**src/rtl/mem_access_pkg.sv**
```systemverilog
`default_nettype none
//------------------------------------------------------------------------------
// mem_access_pkg - shared types and default address map for mem_access_unit.
// Revision: 1.0
//------------------------------------------------------------------------------
package mem_access_pkg;

  localparam logic [15:0] C_ROM_BASE        = 16'hD000;
  localparam logic [15:0] C_FB_BASE         = 16'hE000;
  localparam logic [15:0] C_EXT_KERNEL_ADDR = 16'h8004;
  localparam logic [15:0] C_EXT_USER_ADDR   = 16'h8800;

  typedef enum logic [2:0] {
    ST_IDLE      = 3'd0,
    ST_RAM_ISSUE = 3'd1,
    ST_RAM_WAIT  = 3'd2,
    ST_ROM_WAIT  = 3'd3,
    ST_CFG       = 3'd4,
    ST_RESP      = 3'd5
  } state_e;

  typedef enum logic [2:0] {
    TGT_RAM   = 3'd0,
    TGT_ROM   = 3'd1,
    TGT_FB    = 3'd2,
    TGT_EXT_K = 3'd3,
    TGT_EXT_U = 3'd4,
    TGT_NONE  = 3'd5
  } tgt_e;

  typedef enum logic [2:0] {
    ERR_NONE       = 3'd0,
    ERR_TIMEOUT    = 3'd1,
    ERR_UNMAPPED   = 3'd2,
    ERR_READ_ONLY  = 3'd3,
    ERR_WRITE_ONLY = 3'd4
  } err_e;

  function automatic logic is_error(input err_e cause);
    return cause != ERR_NONE;
  endfunction

endpackage
`default_nettype wire

```
**src/rtl/mem_access_unit_if.sv**
```systemverilog
`default_nettype none
//------------------------------------------------------------------------------
// mem_access_unit_if - CPU-side request/response handshake bundle.
// Revision: 1.0
//------------------------------------------------------------------------------
interface mem_access_unit_if #(
  parameter int DATA_W = 16
);
  logic              req_valid;
  logic              req_write;
  logic [DATA_W-1:0] req_addr;
  logic [DATA_W-1:0] req_wdata;
  logic              req_ready;
  logic              resp_valid;
  logic [DATA_W-1:0] resp_rdata;
  logic              resp_error;

  modport master (
    output req_valid, req_write, req_addr, req_wdata,
    input  req_ready, resp_valid, resp_rdata, resp_error
  );

  modport slave (
    input  req_valid, req_write, req_addr, req_wdata,
    output req_ready, resp_valid, resp_rdata, resp_error
  );
endinterface
`default_nettype wire

```
**src/rtl/cfg_addr_decode.sv**
```systemverilog
`default_nettype none
//------------------------------------------------------------------------------
// cfg_addr_decode - maps a CPU address to its target and region offset.
// Revision: 1.0
//------------------------------------------------------------------------------
module cfg_addr_decode
  import mem_access_pkg::*;
#(
  parameter int                DATA_W          = 16,
  parameter logic [DATA_W-1:0] ROM_BASE        = C_ROM_BASE,
  parameter int                ROM_DEPTH       = 2048,
  parameter logic [DATA_W-1:0] FB_BASE         = C_FB_BASE,
  parameter int                FB_SIZE         = 4800,
  parameter logic [DATA_W-1:0] EXT_KERNEL_ADDR = C_EXT_KERNEL_ADDR,
  parameter logic [DATA_W-1:0] EXT_USER_ADDR   = C_EXT_USER_ADDR
) (
  input  logic [DATA_W-1:0]            addr_i,
  output tgt_e                         tgt_o,
  output logic [$clog2(ROM_DEPTH)-1:0] rom_off_o,
  output logic [$clog2(FB_SIZE)-1:0]   fb_off_o
);

  localparam int ROM_AW = $clog2(ROM_DEPTH);
  localparam int FB_AW  = $clog2(FB_SIZE);

  // One extra bit keeps the region end from wrapping at the top of the map.
  localparam logic [DATA_W:0] ROM_LO = {1'b0, ROM_BASE};
  localparam logic [DATA_W:0] ROM_HI = ROM_LO + (DATA_W+1)'(ROM_DEPTH);
  localparam logic [DATA_W:0] FB_LO  = {1'b0, FB_BASE};
  localparam logic [DATA_W:0] FB_HI  = FB_LO + (DATA_W+1)'(FB_SIZE);

  logic [DATA_W:0] addr_ext;

  assign addr_ext  = {1'b0, addr_i};
  assign rom_off_o = ROM_AW'(addr_i - ROM_BASE);
  assign fb_off_o  = FB_AW'(addr_i - FB_BASE);

  always_comb begin
    tgt_o = TGT_NONE;
    if (!addr_i[DATA_W-1]) begin
      tgt_o = TGT_RAM;
    end else if (addr_i == EXT_KERNEL_ADDR) begin
      tgt_o = TGT_EXT_K;
    end else if (addr_i == EXT_USER_ADDR) begin
      tgt_o = TGT_EXT_U;
    end else if (addr_ext >= ROM_LO && addr_ext < ROM_HI) begin
      tgt_o = TGT_ROM;
    end else if (addr_ext >= FB_LO && addr_ext < FB_HI) begin
      tgt_o = TGT_FB;
    end
  end

endmodule
`default_nettype wire

```
**src/rtl/mem_access_unit.sv**
```systemverilog
`default_nettype none
//------------------------------------------------------------------------------
// mem_access_unit - single-outstanding load/store unit for SDRAM/ROM/FB/ext regs.
// Revision: 1.0
//------------------------------------------------------------------------------
module mem_access_unit
  import mem_access_pkg::*;
#(
  parameter int                DATA_W          = 16,
  parameter int                EXT_W           = 5,
  parameter logic [DATA_W-1:0] ROM_BASE        = C_ROM_BASE,
  parameter int                ROM_DEPTH       = 2048,
  parameter logic [DATA_W-1:0] FB_BASE         = C_FB_BASE,
  parameter int                FB_SIZE         = 4800,
  parameter logic [DATA_W-1:0] EXT_KERNEL_ADDR = C_EXT_KERNEL_ADDR,
  parameter logic [DATA_W-1:0] EXT_USER_ADDR   = C_EXT_USER_ADDR,
  parameter int                TIMEOUT         = 255,
  localparam int               RAM_ADDR_W      = 2*EXT_W + DATA_W - 1
) (
  input  logic                         clk,
  input  logic                         rst,
  mem_access_unit_if.slave             bus,
  output logic [RAM_ADDR_W-1:0]        ram_rd_addr_o,
  output logic [RAM_ADDR_W-1:0]        ram_wr_addr_o,
  output logic [DATA_W-1:0]            ram_wr_data_o,
  output logic                         ram_rd_en_o,
  output logic                         ram_wr_en_o,
  input  logic [DATA_W-1:0]            ram_rd_data_i,
  input  logic                         ram_rd_ready_i,
  input  logic                         ram_busy_i,
  output logic [$clog2(ROM_DEPTH)-1:0] rom_addr_o,
  input  logic [DATA_W-1:0]            rom_data_i,
  output logic [$clog2(FB_SIZE)-1:0]   fb_addr_o,
  output logic [7:0]                   fb_data_o,
  output logic                         fb_we_o,
  output logic [EXT_W-1:0]             ext_kernel_o,
  output logic [EXT_W-1:0]             ext_user_o
);

  localparam int ROM_AW = $clog2(ROM_DEPTH);
  localparam int FB_AW  = $clog2(FB_SIZE);
  localparam int CNT_W  = $clog2(TIMEOUT + 1);
  localparam int CW     = (EXT_W > 8) ? EXT_W : 8;

  state_e                state_q, state_d;
  tgt_e                  tgt_q, tgt_d;
  logic                  write_q, write_d;
  logic [CW-1:0]         cfg_wdata_q, cfg_wdata_d;
  logic [FB_AW-1:0]      fb_off_q, fb_off_d;
  logic [CNT_W-1:0]      cnt_q, cnt_d;
  logic [EXT_W-1:0]      ext_k_q, ext_k_d, ext_u_q, ext_u_d;
  logic [RAM_ADDR_W-1:0] ram_rd_addr_q, ram_rd_addr_d, ram_wr_addr_q, ram_wr_addr_d;
  logic [DATA_W-1:0]     ram_wr_data_q, ram_wr_data_d;
  logic                  ram_rd_en_q, ram_rd_en_d, ram_wr_en_q, ram_wr_en_d;
  logic [ROM_AW-1:0]     rom_addr_q, rom_addr_d;
  logic [FB_AW-1:0]      fb_addr_q, fb_addr_d;
  logic [7:0]            fb_data_q, fb_data_d;
  logic                  fb_we_q, fb_we_d;
  logic                  ready_q, ready_d;
  logic                  resp_valid_q, resp_valid_d;
  logic [DATA_W-1:0]     resp_rdata_q, resp_rdata_d;
  logic                  resp_error_q, resp_error_d;
  logic                  rom_resp_q, rom_resp_d;
  err_e                  err_cause;

  tgt_e                  dec_tgt;
  logic [ROM_AW-1:0]     dec_rom_off;
  logic [FB_AW-1:0]      dec_fb_off;

  cfg_addr_decode #(
    .DATA_W          (DATA_W),
    .ROM_BASE        (ROM_BASE),
    .ROM_DEPTH       (ROM_DEPTH),
    .FB_BASE         (FB_BASE),
    .FB_SIZE         (FB_SIZE),
    .EXT_KERNEL_ADDR (EXT_KERNEL_ADDR),
    .EXT_USER_ADDR   (EXT_USER_ADDR)
  ) u_decode (
    .addr_i    (bus.req_addr),
    .tgt_o     (dec_tgt),
    .rom_off_o (dec_rom_off),
    .fb_off_o  (dec_fb_off)
  );

  always_comb begin
    state_d       = state_q;
    tgt_d         = tgt_q;
    write_d       = write_q;
    cfg_wdata_d   = cfg_wdata_q;
    fb_off_d      = fb_off_q;
    cnt_d         = cnt_q;
    ext_k_d       = ext_k_q;
    ext_u_d       = ext_u_q;
    ram_rd_addr_d = ram_rd_addr_q;
    ram_wr_addr_d = ram_wr_addr_q;
    ram_wr_data_d = ram_wr_data_q;
    rom_addr_d    = rom_addr_q;
    fb_addr_d     = fb_addr_q;
    fb_data_d     = fb_data_q;
    ram_rd_en_d   = 1'b0;
    ram_wr_en_d   = 1'b0;
    fb_we_d       = 1'b0;
    resp_valid_d  = 1'b0;
    resp_rdata_d  = '0;
    resp_error_d  = 1'b0;
    rom_resp_d    = 1'b0;
    err_cause     = ERR_NONE;

    unique case (state_q)
      ST_IDLE: begin
        if (ready_q && bus.req_valid) begin
          tgt_d       = dec_tgt;
          write_d     = bus.req_write;
          cfg_wdata_d = bus.req_wdata[CW-1:0];
          fb_off_d    = dec_fb_off;
          cnt_d       = '0;
          if (dec_tgt == TGT_RAM) begin
            // Extension registers are sampled here, so a config write that
            // just completed already steers this access.
            if (bus.req_write) begin
              ram_wr_addr_d = {ext_k_q, ext_u_q, bus.req_addr[DATA_W-2:0]};
              ram_wr_data_d = bus.req_wdata;
            end else begin
              ram_rd_addr_d = {ext_k_q, ext_u_q, bus.req_addr[DATA_W-2:0]};
            end
            state_d = ST_RAM_ISSUE;
          end else if (dec_tgt == TGT_ROM && !bus.req_write) begin
            rom_addr_d = dec_rom_off;
            state_d    = ST_ROM_WAIT;
          end else begin
            state_d = ST_CFG;
          end
        end
      end

      ST_RAM_ISSUE: begin
        if (!ram_busy_i) begin
          if (write_q) begin
            ram_wr_en_d  = 1'b1;
            resp_valid_d = 1'b1;
            state_d      = ST_RESP;
          end else begin
            ram_rd_en_d = 1'b1;
            state_d     = ST_RAM_WAIT;
          end
        end
      end

      ST_RAM_WAIT: begin
        // Returning data takes priority over an expiring timeout.
        if (ram_rd_ready_i) begin
          resp_rdata_d = ram_rd_data_i;
          resp_valid_d = 1'b1;
          state_d      = ST_RESP;
        end else begin
          cnt_d = cnt_q + 1'b1;
          if (cnt_d == CNT_W'(TIMEOUT)) begin
            err_cause    = ERR_TIMEOUT;
            resp_error_d = is_error(err_cause);
            resp_valid_d = 1'b1;
            state_d      = ST_RESP;
          end
        end
      end

      ST_ROM_WAIT: begin
        rom_resp_d   = 1'b1;
        resp_valid_d = 1'b1;
        state_d      = ST_RESP;
      end

      ST_CFG: begin
        unique case (tgt_q)
          TGT_EXT_K: begin
            if (write_q) ext_k_d = cfg_wdata_q[EXT_W-1:0];
            else         resp_rdata_d = DATA_W'(ext_k_q);
          end
          TGT_EXT_U: begin
            if (write_q) ext_u_d = cfg_wdata_q[EXT_W-1:0];
            else         resp_rdata_d = DATA_W'(ext_u_q);
          end
          TGT_FB: begin
            if (write_q) begin
              fb_we_d   = 1'b1;
              fb_addr_d = fb_off_q;
              fb_data_d = cfg_wdata_q[7:0];
            end else begin
              err_cause = ERR_WRITE_ONLY;
            end
          end
          TGT_ROM:  err_cause = ERR_READ_ONLY;
          default:  err_cause = ERR_UNMAPPED;
        endcase
        resp_error_d = is_error(err_cause);
        resp_valid_d = 1'b1;
        state_d      = ST_RESP;
      end

      ST_RESP: begin
        state_d = ST_IDLE;
      end

      default: begin
        state_d = ST_IDLE;
      end
    endcase

    ready_d = (state_d == ST_IDLE);
  end

  always_ff @(posedge clk or posedge rst) begin
    if (rst) begin
      state_q       <= ST_IDLE;
      tgt_q         <= TGT_NONE;
      write_q       <= 1'b0;
      cfg_wdata_q   <= '0;
      fb_off_q      <= '0;
      cnt_q         <= '0;
      ext_k_q       <= '0;
      ext_u_q       <= '0;
      ram_rd_addr_q <= '0;
      ram_wr_addr_q <= '0;
      ram_wr_data_q <= '0;
      ram_rd_en_q   <= 1'b0;
      ram_wr_en_q   <= 1'b0;
      rom_addr_q    <= '0;
      fb_addr_q     <= '0;
      fb_data_q     <= '0;
      fb_we_q       <= 1'b0;
      ready_q       <= 1'b0;
      resp_valid_q  <= 1'b0;
      resp_rdata_q  <= '0;
      resp_error_q  <= 1'b0;
      rom_resp_q    <= 1'b0;
    end else begin
      state_q       <= state_d;
      tgt_q         <= tgt_d;
      write_q       <= write_d;
      cfg_wdata_q   <= cfg_wdata_d;
      fb_off_q      <= fb_off_d;
      cnt_q         <= cnt_d;
      ext_k_q       <= ext_k_d;
      ext_u_q       <= ext_u_d;
      ram_rd_addr_q <= ram_rd_addr_d;
      ram_wr_addr_q <= ram_wr_addr_d;
      ram_wr_data_q <= ram_wr_data_d;
      ram_rd_en_q   <= ram_rd_en_d;
      ram_wr_en_q   <= ram_wr_en_d;
      rom_addr_q    <= rom_addr_d;
      fb_addr_q     <= fb_addr_d;
      fb_data_q     <= fb_data_d;
      fb_we_q       <= fb_we_d;
      ready_q       <= ready_d;
      resp_valid_q  <= resp_valid_d;
      resp_rdata_q  <= resp_rdata_d;
      resp_error_q  <= resp_error_d;
      rom_resp_q    <= rom_resp_d;
    end
  end

  // The synchronous ROM presents its word during the response cycle itself.
  assign bus.resp_rdata = rom_resp_q ? rom_data_i : resp_rdata_q;
  assign bus.req_ready  = ready_q;
  assign bus.resp_valid = resp_valid_q;
  assign bus.resp_error = resp_error_q;

  assign ram_rd_addr_o = ram_rd_addr_q;
  assign ram_wr_addr_o = ram_wr_addr_q;
  assign ram_wr_data_o = ram_wr_data_q;
  assign ram_rd_en_o   = ram_rd_en_q;
  assign ram_wr_en_o   = ram_wr_en_q;
  assign rom_addr_o    = rom_addr_q;
  assign fb_addr_o     = fb_addr_q;
  assign fb_data_o     = fb_data_q;
  assign fb_we_o       = fb_we_q;
  assign ext_kernel_o  = ext_k_q;
  assign ext_user_o    = ext_u_q;

endmodule
`default_nettype wire
```
**src/flat_wrapper.sv**
```systemverilog
// flat-port wrapper written by rule: the top's interface ports become plain ports
module mem_access_unit_flat import mem_access_pkg::*;
#(
  parameter int                DATA_W          = 16,
  parameter int                EXT_W           = 5,
  parameter logic [DATA_W-1:0] ROM_BASE        = C_ROM_BASE,
  parameter int                ROM_DEPTH       = 2048,
  parameter logic [DATA_W-1:0] FB_BASE         = C_FB_BASE,
  parameter int                FB_SIZE         = 4800,
  parameter logic [DATA_W-1:0] EXT_KERNEL_ADDR = C_EXT_KERNEL_ADDR,
  parameter logic [DATA_W-1:0] EXT_USER_ADDR   = C_EXT_USER_ADDR,
  parameter int                TIMEOUT         = 255,
  localparam int               RAM_ADDR_W      = 2*EXT_W + DATA_W - 1
)
  (clk, rst, ram_rd_addr_o, ram_wr_addr_o, ram_wr_data_o, ram_rd_en_o, ram_wr_en_o, ram_rd_data_i, ram_rd_ready_i, ram_busy_i, rom_addr_o, rom_data_i, fb_addr_o, fb_data_o, fb_we_o, ext_kernel_o, ext_user_o, bus_req_valid, bus_req_write, bus_req_addr, bus_req_wdata, bus_req_ready, bus_resp_valid, bus_resp_rdata, bus_resp_error);
  mem_access_unit_if #(.DATA_W(DATA_W)) bus_i ();
  input  logic clk;
  input  logic rst;
  output logic [RAM_ADDR_W-1:0] ram_rd_addr_o;
  output logic [RAM_ADDR_W-1:0] ram_wr_addr_o;
  output logic [DATA_W-1:0] ram_wr_data_o;
  output logic ram_rd_en_o;
  output logic ram_wr_en_o;
  input  logic [DATA_W-1:0] ram_rd_data_i;
  input  logic ram_rd_ready_i;
  input  logic ram_busy_i;
  output logic [$clog2(ROM_DEPTH)-1:0] rom_addr_o;
  input  logic [DATA_W-1:0] rom_data_i;
  output logic [$clog2(FB_SIZE)-1:0] fb_addr_o;
  output logic [7:0] fb_data_o;
  output logic fb_we_o;
  output logic [EXT_W-1:0] ext_kernel_o;
  output logic [EXT_W-1:0] ext_user_o;
  input wire logic [$bits(bus_i.req_valid)-1:0] bus_req_valid;
  input wire logic [$bits(bus_i.req_write)-1:0] bus_req_write;
  input wire logic [$bits(bus_i.req_addr)-1:0] bus_req_addr;
  input wire logic [$bits(bus_i.req_wdata)-1:0] bus_req_wdata;
  output wire logic [$bits(bus_i.req_ready)-1:0] bus_req_ready;
  output wire logic [$bits(bus_i.resp_valid)-1:0] bus_resp_valid;
  output wire logic [$bits(bus_i.resp_rdata)-1:0] bus_resp_rdata;
  output wire logic [$bits(bus_i.resp_error)-1:0] bus_resp_error;
  assign bus_i.req_valid = bus_req_valid;
  assign bus_i.req_write = bus_req_write;
  assign bus_i.req_addr = bus_req_addr;
  assign bus_i.req_wdata = bus_req_wdata;
  assign bus_req_ready = bus_i.req_ready;
  assign bus_resp_valid = bus_i.resp_valid;
  assign bus_resp_rdata = bus_i.resp_rdata;
  assign bus_resp_error = bus_i.resp_error;
  mem_access_unit #(.DATA_W(DATA_W), .EXT_W(EXT_W), .ROM_BASE(ROM_BASE), .ROM_DEPTH(ROM_DEPTH), .FB_BASE(FB_BASE), .FB_SIZE(FB_SIZE), .EXT_KERNEL_ADDR(EXT_KERNEL_ADDR), .EXT_USER_ADDR(EXT_USER_ADDR), .TIMEOUT(TIMEOUT)) u_core (.clk(clk), .rst(rst), .bus(bus_i), .ram_rd_addr_o(ram_rd_addr_o), .ram_wr_addr_o(ram_wr_addr_o), .ram_wr_data_o(ram_wr_data_o), .ram_rd_en_o(ram_rd_en_o), .ram_wr_en_o(ram_wr_en_o), .ram_rd_data_i(ram_rd_data_i), .ram_rd_ready_i(ram_rd_ready_i), .ram_busy_i(ram_busy_i), .rom_addr_o(rom_addr_o), .rom_data_i(rom_data_i), .fb_addr_o(fb_addr_o), .fb_data_o(fb_data_o), .fb_we_o(fb_we_o), .ext_kernel_o(ext_kernel_o), .ext_user_o(ext_user_o));
endmodule
```
**config.mk**
```make
export PLATFORM = sky130hd
export DESIGN_NAME = mem_access_unit_flat
export DESIGN_NICKNAME = d
export VERILOG_FILES = /design/src/rtl/mem_access_pkg.sv /design/src/rtl/mem_access_unit_if.sv /design/src/rtl/cfg_addr_decode.sv /design/src/rtl/mem_access_unit.sv /design/src/flat_wrapper.sv
export SDC_FILE = /design/constraint.sdc
export NUM_CORES = 1
export LEC_CHECK = 0
export CORE_ASPECT_RATIO = 1.5
export CORE_MARGIN = 5
export CORE_UTILIZATION = 33
export CTS_CLUSTER_DIAMETER = 120
export DETAILED_ROUTE_END_ITERATION = 10
export PLACE_DENSITY = 0.71
export SLEW_MARGIN = 30
export SYNTH_ARGS = -nofsm -noshare
export SYNTH_HDL_FRONTEND = slang
export SYNTH_HIERARCHICAL = 1
export SYNTH_SLANG_ARGS = --single-unit
```
**constraint.sdc**
```tcl
create_clock -name clk -period 5.85 [get_ports clk]
set_input_delay 1.17 -clock clk [delete_from_list [all_inputs] [get_ports clk]]
set_output_delay 1.17 -clock clk [all_outputs]
set_load 0.02 [all_outputs]
```
# Yosys cells after proc, flatten, opt, wreduce, memory -nomap -nowiden
# Cells that the tools add are included.
# op_classes
n_addsub	3
magnitude_cmp	4
muxes	39
n_eq_ne	14
reduce_logical	20
bitwise	2
# ops
op	count
$pmux W16 S2	2
$mux W3	14
$eq A16 B16 Y1 const B	2
$ge A16 B16 Y1 const B	2
$lt A16 B16 Y1 const B	2
$mux W16	2
$mux W8	2
$pmux W8 S2	1
$sub A13 B1 Y13 const B	1
$eq A3 B2 Y1 const B	4
$mux W1	12
$pmux W3 S4	1
$reduce_and A3 Y1	4
$reduce_and A4 Y1	3
$sub A11 B1 Y11 const B	1
$mux W5	2
$eq A3 B1 Y1 const B	3
$logic_not A3 Y1	3
$pmux W3 S3	1
$add A8 B1 Y8 const B	1
$eq A8 B8 Y1 const B	1
$eq A3 B3 Y1 const B	2
$logic_and A1 B1 Y1	4
$reduce_or A2 Y1	2
other kinds (9)	10
# word_totals
output_inout_bits	130
inputBits	70
reg_bits	167

# Depth between registers and ports, before layout
# depth
word_depth	14
ltp_mapped	9

# By module
# The synthesis kept the hierarchy.
# by_module_without_submodules
module	area_per_inst_um2	instances	cells_each	seq_area_each_um2
mem_access_unit	6771.5	1	447	4181.5
cfg_addr_decode	291.5	1	41	0.0

# Worst setup path before layout
# Ideal clock, no wire load.
# synth_path
kind	input port to flip-flop
from	input port bus_req_addr[7]
to	register u_core.rom_addr_q[0] (netlist: u_core/rom_addr_o[0])
n_path_buf	1
slack_ps	2676
arrival_ps	3049
required_time_ps	5725
cell_stages	9
path_cell_list	nor4_1 -> nand4_1 -> nor3b_2 -> a311oi_1 -> nor2_1 -> nand3_4 -> or3b_4 -> buf_6 -> mux2_4
# synth_via
elab_chain_len	10
word_cells_on_any_way	18
classes_between	4 x order compare; 3 x eq/ne; 5 x mux; 1 x bitwise; 5 x reduce/logical
# synth_rtl
element	line	source
start, declared	flat_wrapper.sv:36	input wire logic [$bits(bus_i.req_addr)-1:0] bus_req_addr;
$ge A16 B16 Y1 / $lt A16 B16 Y1 (equally long branches)	cfg_addr_decode.sv:48	end else if (addr_ext >= FB_LO && addr_ext < FB_HI) begin
$logic_and A1 B1 Y1	cfg_addr_decode.sv:48	
$mux W3	cfg_addr_decode.sv:48	
$mux W3	cfg_addr_decode.sv:46	end else if (addr_ext >= ROM_LO && addr_ext < ROM_HI) begin
$mux W3	cfg_addr_decode.sv:44	end else if (addr_i == EXT_USER_ADDR) begin
$mux W3 (*)	cfg_addr_decode.sv:42	end else if (addr_i == EXT_KERNEL_ADDR) begin
$mux W3 (*)	cfg_addr_decode.sv:40	if (!addr_i[DATA_W-1]) begin
net u_core.dec_tgt[2]	mem_access_unit.sv:66	tgt_e dec_tgt;
$eq A3 B1 Y1 / $logic_not A3 Y1 (equally long branches)	mem_access_unit.sv:127, mem_access_unit.sv:117	
$logic_and A1 B1 Y1 / $not A1 Y1 (equally long branches)	--	
$reduce_and A4 Y1 (no source line) (*)	--	
end signal, assigned	mem_access_unit.sv:249	rom_addr_q <= rom_addr_d;
end, declared	mem_access_unit.sv:55	logic [ROM_AW-1:0] rom_addr_q, rom_addr_d;
# The timed path passes the listed nets; every way through them passes the cells marked *.
# A chain may end at the register's enable or synchronous reset.

# Worst setup path in the final report
# layout_path
from	input port bus_req_addr[7]
to	register u_core.ram_rd_addr_q[0] (netlist: u_core/ram_rd_addr_o[0])
# layout_via
elab_chain_len	9
word_cells_on_any_way	15
classes_between	4 x order compare; 2 x eq/ne; 5 x mux; 4 x reduce/logical
# layout_rtl
element	line	source
$ge A16 B16 Y1 / $lt A16 B16 Y1 (equally long branches)	cfg_addr_decode.sv:48	
$logic_and A1 B1 Y1	cfg_addr_decode.sv:48	
$mux W3	cfg_addr_decode.sv:48	
$mux W3	cfg_addr_decode.sv:46	
$mux W3	cfg_addr_decode.sv:44	
$mux W3 (*)	cfg_addr_decode.sv:42	
$mux W3 (*)	cfg_addr_decode.sv:40	
net u_core.dec_tgt[2]	mem_access_unit.sv:66	
$logic_not A3 Y1 (*)	mem_access_unit.sv:117	if (dec_tgt == TGT_RAM) begin
$reduce_and A4 Y1 (no source line) (*)	--	
end signal, assigned	mem_access_unit.sv:244	ram_rd_addr_q <= ram_rd_addr_d;
end, declared	mem_access_unit.sv:52	logic [RAM_ADDR_W-1:0] ram_rd_addr_q, ram_rd_addr_d, ram_wr_addr_q, ram_wr_addr_d;
# Marked as above.

==> summary.txt <==
Setup path
  • Slowest CP cell: clkdlybuf4s50_1
  • CP Capture Type: flip-flop
  • Worst Setup SP: bus_req_addr[7]
  • Kind of critical path: in -> reg
  • Worst path max stage delay: 0.53 ns
  • CP required: 6.16 ns
  • CP startpoint kind: primary input
  • CP cell instances: clkdlybuf4s50_1 > nor4_1 > nand4_1 > nor3b_2 > a311oi_1 > nor2_1 > nand3_4 > nor3_4 > buf_4 > mux2_2
  • Worst r2r src: u_core/state_q[2]
  • Worst EP arrival: 4.21 ns
  • CP Max Fanout: 15

Global route
  • Grt total ovfl: 0
  • Met1 Track Usage GR: 0.171
  • Met2 usage: 0.250
  • Total Routing Usage GR: 0.145
  • Vias in the first global route: 4,791
  • First-pass GRT wire length: 27,500 um
  • Met3 Use GR: 0.0542
  • GRT Max-Usage Layer: met2
  • Initial antenna violation count: 0
  • Largest net degree at the start of global routing: 88

Detailed routing
  • DR vias: 4,542
  • Routed WL per cell: 18.6 um
  • DRC violation total after the first TritonRoute iteration: 141
  • Remaining DRCs: 0
  • DR pass1 iterations: 4
  • Final wirelength: 17,600 um
  • Post-route ant nets: 0
  • DR vias/cell: 4.79

Synth
  • Cells after synthesis: 488
  • Most frequent cell after synthesis: dfrtp_1
  • Top area cells in the synthesized netlist: dfrtp_1, mux2_2, buf_4
  • Synthesized area: 0.00706 mm2
  • Commonest cells in the netlist: dfrtp_1, mux2_2, buf_4, o21ai_0, nand2_1
  • Post-synth ARST share: 1.00
  • Yosys top cell by area: dfrtp_1
  • Synthesis Warnings: 6
  • Yosys top cell area share: 0.585
  • Synth Net Count: 560
  • EDFF count, synth: 0
  • Sequential fraction of the synthesis area: 0.592
  • Predominant post-synthesis flop cell: dfrtp_1
  • Syn avg cell area: 14.5 um2
  • Number of synthesized register bits: 167
  • Distinct cells, synth: 48

Finish
  • Area Overhead vs Synth: 38.0%
  • # diodes: 0
  • Layout cells sized above 1: 0.300
  • Final net count: 740
  • Non-filler cells, final: 949

STA
  • Worst Tran Pin Value: 0.959 ns
  • Hold Vio Cnt, Final: 0
  • Layout Skew: 0.0112 ns
  • Final Setup Violations: 0
  • TNS Setup: 0 ns
  • RSZ-0062 raised after global routing: no
  • FMAX: 256 MHz
  • Slew Limit Fails: 0
  • Slew HR: 0.352
  • Final min period: 3.90 ns
  • Final WS setup: 1.95 ns
  • Period utilisation layout: 0.667

CTS
  • CTS tree: built
  • CTS Sinks: 167
  • # Post-CTS Setup Buffers: 0
  • Worst-path clk slew: 0.07 ns
  • Hold buffers post-CTS: 0
  • Clock latency on the worst-skew pair: 0.42 ns
  • TritonCTS Buffers: 17
  • Clk root buf: clkbuf_16
  • Clock Tree Buf Depth: 2
  • H-tree Lvls: 4
  • # resized after CTS: 0

Pwr
  • VDD IR-drop max: 0.343 mV
  • LEAKAGE: 0.00430 uW
  • PwrDens: 482 mW/mm2

Floorplanning
  • # rows: 65
  • Core footprint: 0.0211 mm2
  • Die H: 189 um
  • Die W: 129 um
  • Initial Utilization: 0.335
  • IO Pins: 200
  • DIE AREA: 0.0245 mm2

Place
  • Gpl congestion: 0.803
  • Port-buffer cells: 199
  • Pre-CTS worst setup slack: 1.49 ns
  • Inst Count DP: 917
  • Dpl hpwl: 12,700 um

Min path
  • Worst min path class: reg -> reg
  • Beginning of the worst hold path: u_core/fb_off_q[11]

Flow run
  • Maxcap violations: 0

Status
  • Outcome: complete, no violations
## layout make-up
class                           instances  area, um2
Sequential cell                       167       4180
Fill cell                            1871      11300
Clock inverter                         15        159
Inverter                                4       20.0
Clock buffer                           17        425
Tap cell                              268        335
Multi-Input combinational cell        272       2580
Timing Repair Buffer                  206       2040
## metal layers
metal	vias to the layer above	routed length, um	part of all wire
met2	147	9040	0.51
li1	2097	-	-
met4	0	135	0.0077
met5	-	0	0
met3	9	1500	0.085
met1	2289	6960	0.39
## layout by cell type, fill, tap and decap left out, types with 2 or more instances in the layout
cell type        synthesis  routed
dfrtp_1                165     165
nor3_4                   1       2
a21bo_2                  2       2
dfstp_2                  2       2
clkdlybuf4s50_1          0     199
clkbuf_16                0      17
inv_6                    0       3
buf_4                   28       7
a21oi_1                  4       4
nor3b_1                  4       4
inv_1                    4       3
nor4_1                   3       3
ha_1                     2       2
nand3_1                  6       6
nor2_1                  13      13
and3_1                  12      12
a22o_1                  10      10
mux2_4                  10      10
nand2b_1                 3       3
clkinv_8                 0       3
xor2_1                   2       2
nor4b_4                  2       2
nor3b_2                  3       2
nand2_1                 14      14
inv_8                    0       5
a31oi_1                  2       2
nor4b_1                  3       3
mux2_2                 138     138
nand4_1                  2       2
nand3b_1                 2       2
clkinvlp_4               0       3
o21ai_0                 15      15
## power by group
| part | internal (uW) | switching, uW | leakage, uW |
|---|---|---|---|
| sequential | 1560 | 286 | 0.00219 |
| combinational | 941 | 817 | 0.00183 |
| clock | 570 | 523 | 0.000278 |
| total | 3070 | 1630 | 0.00430 |
## flip-flops by register name (all words and copies together), names as in the netlist
name and flops:
u_core/ram_wr_addr_o 25, u_core/ram_wr_data_o 16, u_core/rom_resp_q 1, u_core/fb_off_q 13, u_core/ram_rd_en_o 1, u_core/cfg_wdata_q 8
u_core/state_q 3, u_core/ext_user_o 5, u_core/tgt_q 3, u_core/ext_kernel_o 5, u_core/write_q 1, u_core/fb_addr_o 13
u_core/rom_addr_o 11, u_core/resp_rdata_q 16, u_core/cnt_q 8, u_core/fb_we_o 1, u_core/bus.resp_valid 1, u_core/bus.req_ready 1
u_core/fb_data_o 8, u_core/ram_wr_en_o 1, u_core/bus.resp_error 1, u_core/ram_rd_addr_o 25
## kinds of logic (layout without fill, tap and decap cells)
logic type | count (synthesis) | count (layout) | share of synthesized area
compound gates | 41 | 41 | 0.0400
xor+xnor | 3 | 3 | 0.00372
fa+ha+maj | 2 | 2 | 0.00354
buf+inv | 49 | 242 | 0.0446
flops | 167 | 167 | 0.592
mux | 148 | 148 | 0.241
simple gates | 78 | 78 | 0.0748
## per-stage QoR
stage / total power [uW] / hold WS, ns / area [um2] / utilization
CTS: 4770 / 0.510 / 9750 / 0.463
detailed placement: 3640 / 0.494 / 9160 / 0.435
floorplan: 2770 / 0.473 / 7060 / -
global placement: 3620 / 0.485 / 9160 / 0.435
global route: 4950 / 0.517 / 9750 / 0.463
finish: 4690 / 0.506 / 9750 / 0.463
## path summary, 6_finish.rpt
check	endpoint	slack (ns)	cells after the start
hold reg to reg	u_core/fb_off_q[11]	0.51	1
setup reg to reg	u_core/ram_rd_addr_o[0]	3.37	5
hold / removal	u_core/fb_off_q[11]	0.51	1
max in group asynchronous	u_core/ram_rd_addr_o[22]	3.46	3
min in group asynchronous	u_core/fb_we_o	1.25	2
setup / recovery	u_core/ram_rd_addr_o[0]	1.95	10
## critical path: cells and delay by family
kind | cells | cell delay, ns
buffers and inverters | 2 | 0.89
AND/OR/NAND/NOR | 6 | 1.70
multiplexers | 1 | 0.36
AO/OA/AOI/OAI | 1 | 0.08
(Power assumes the default switching activity.)
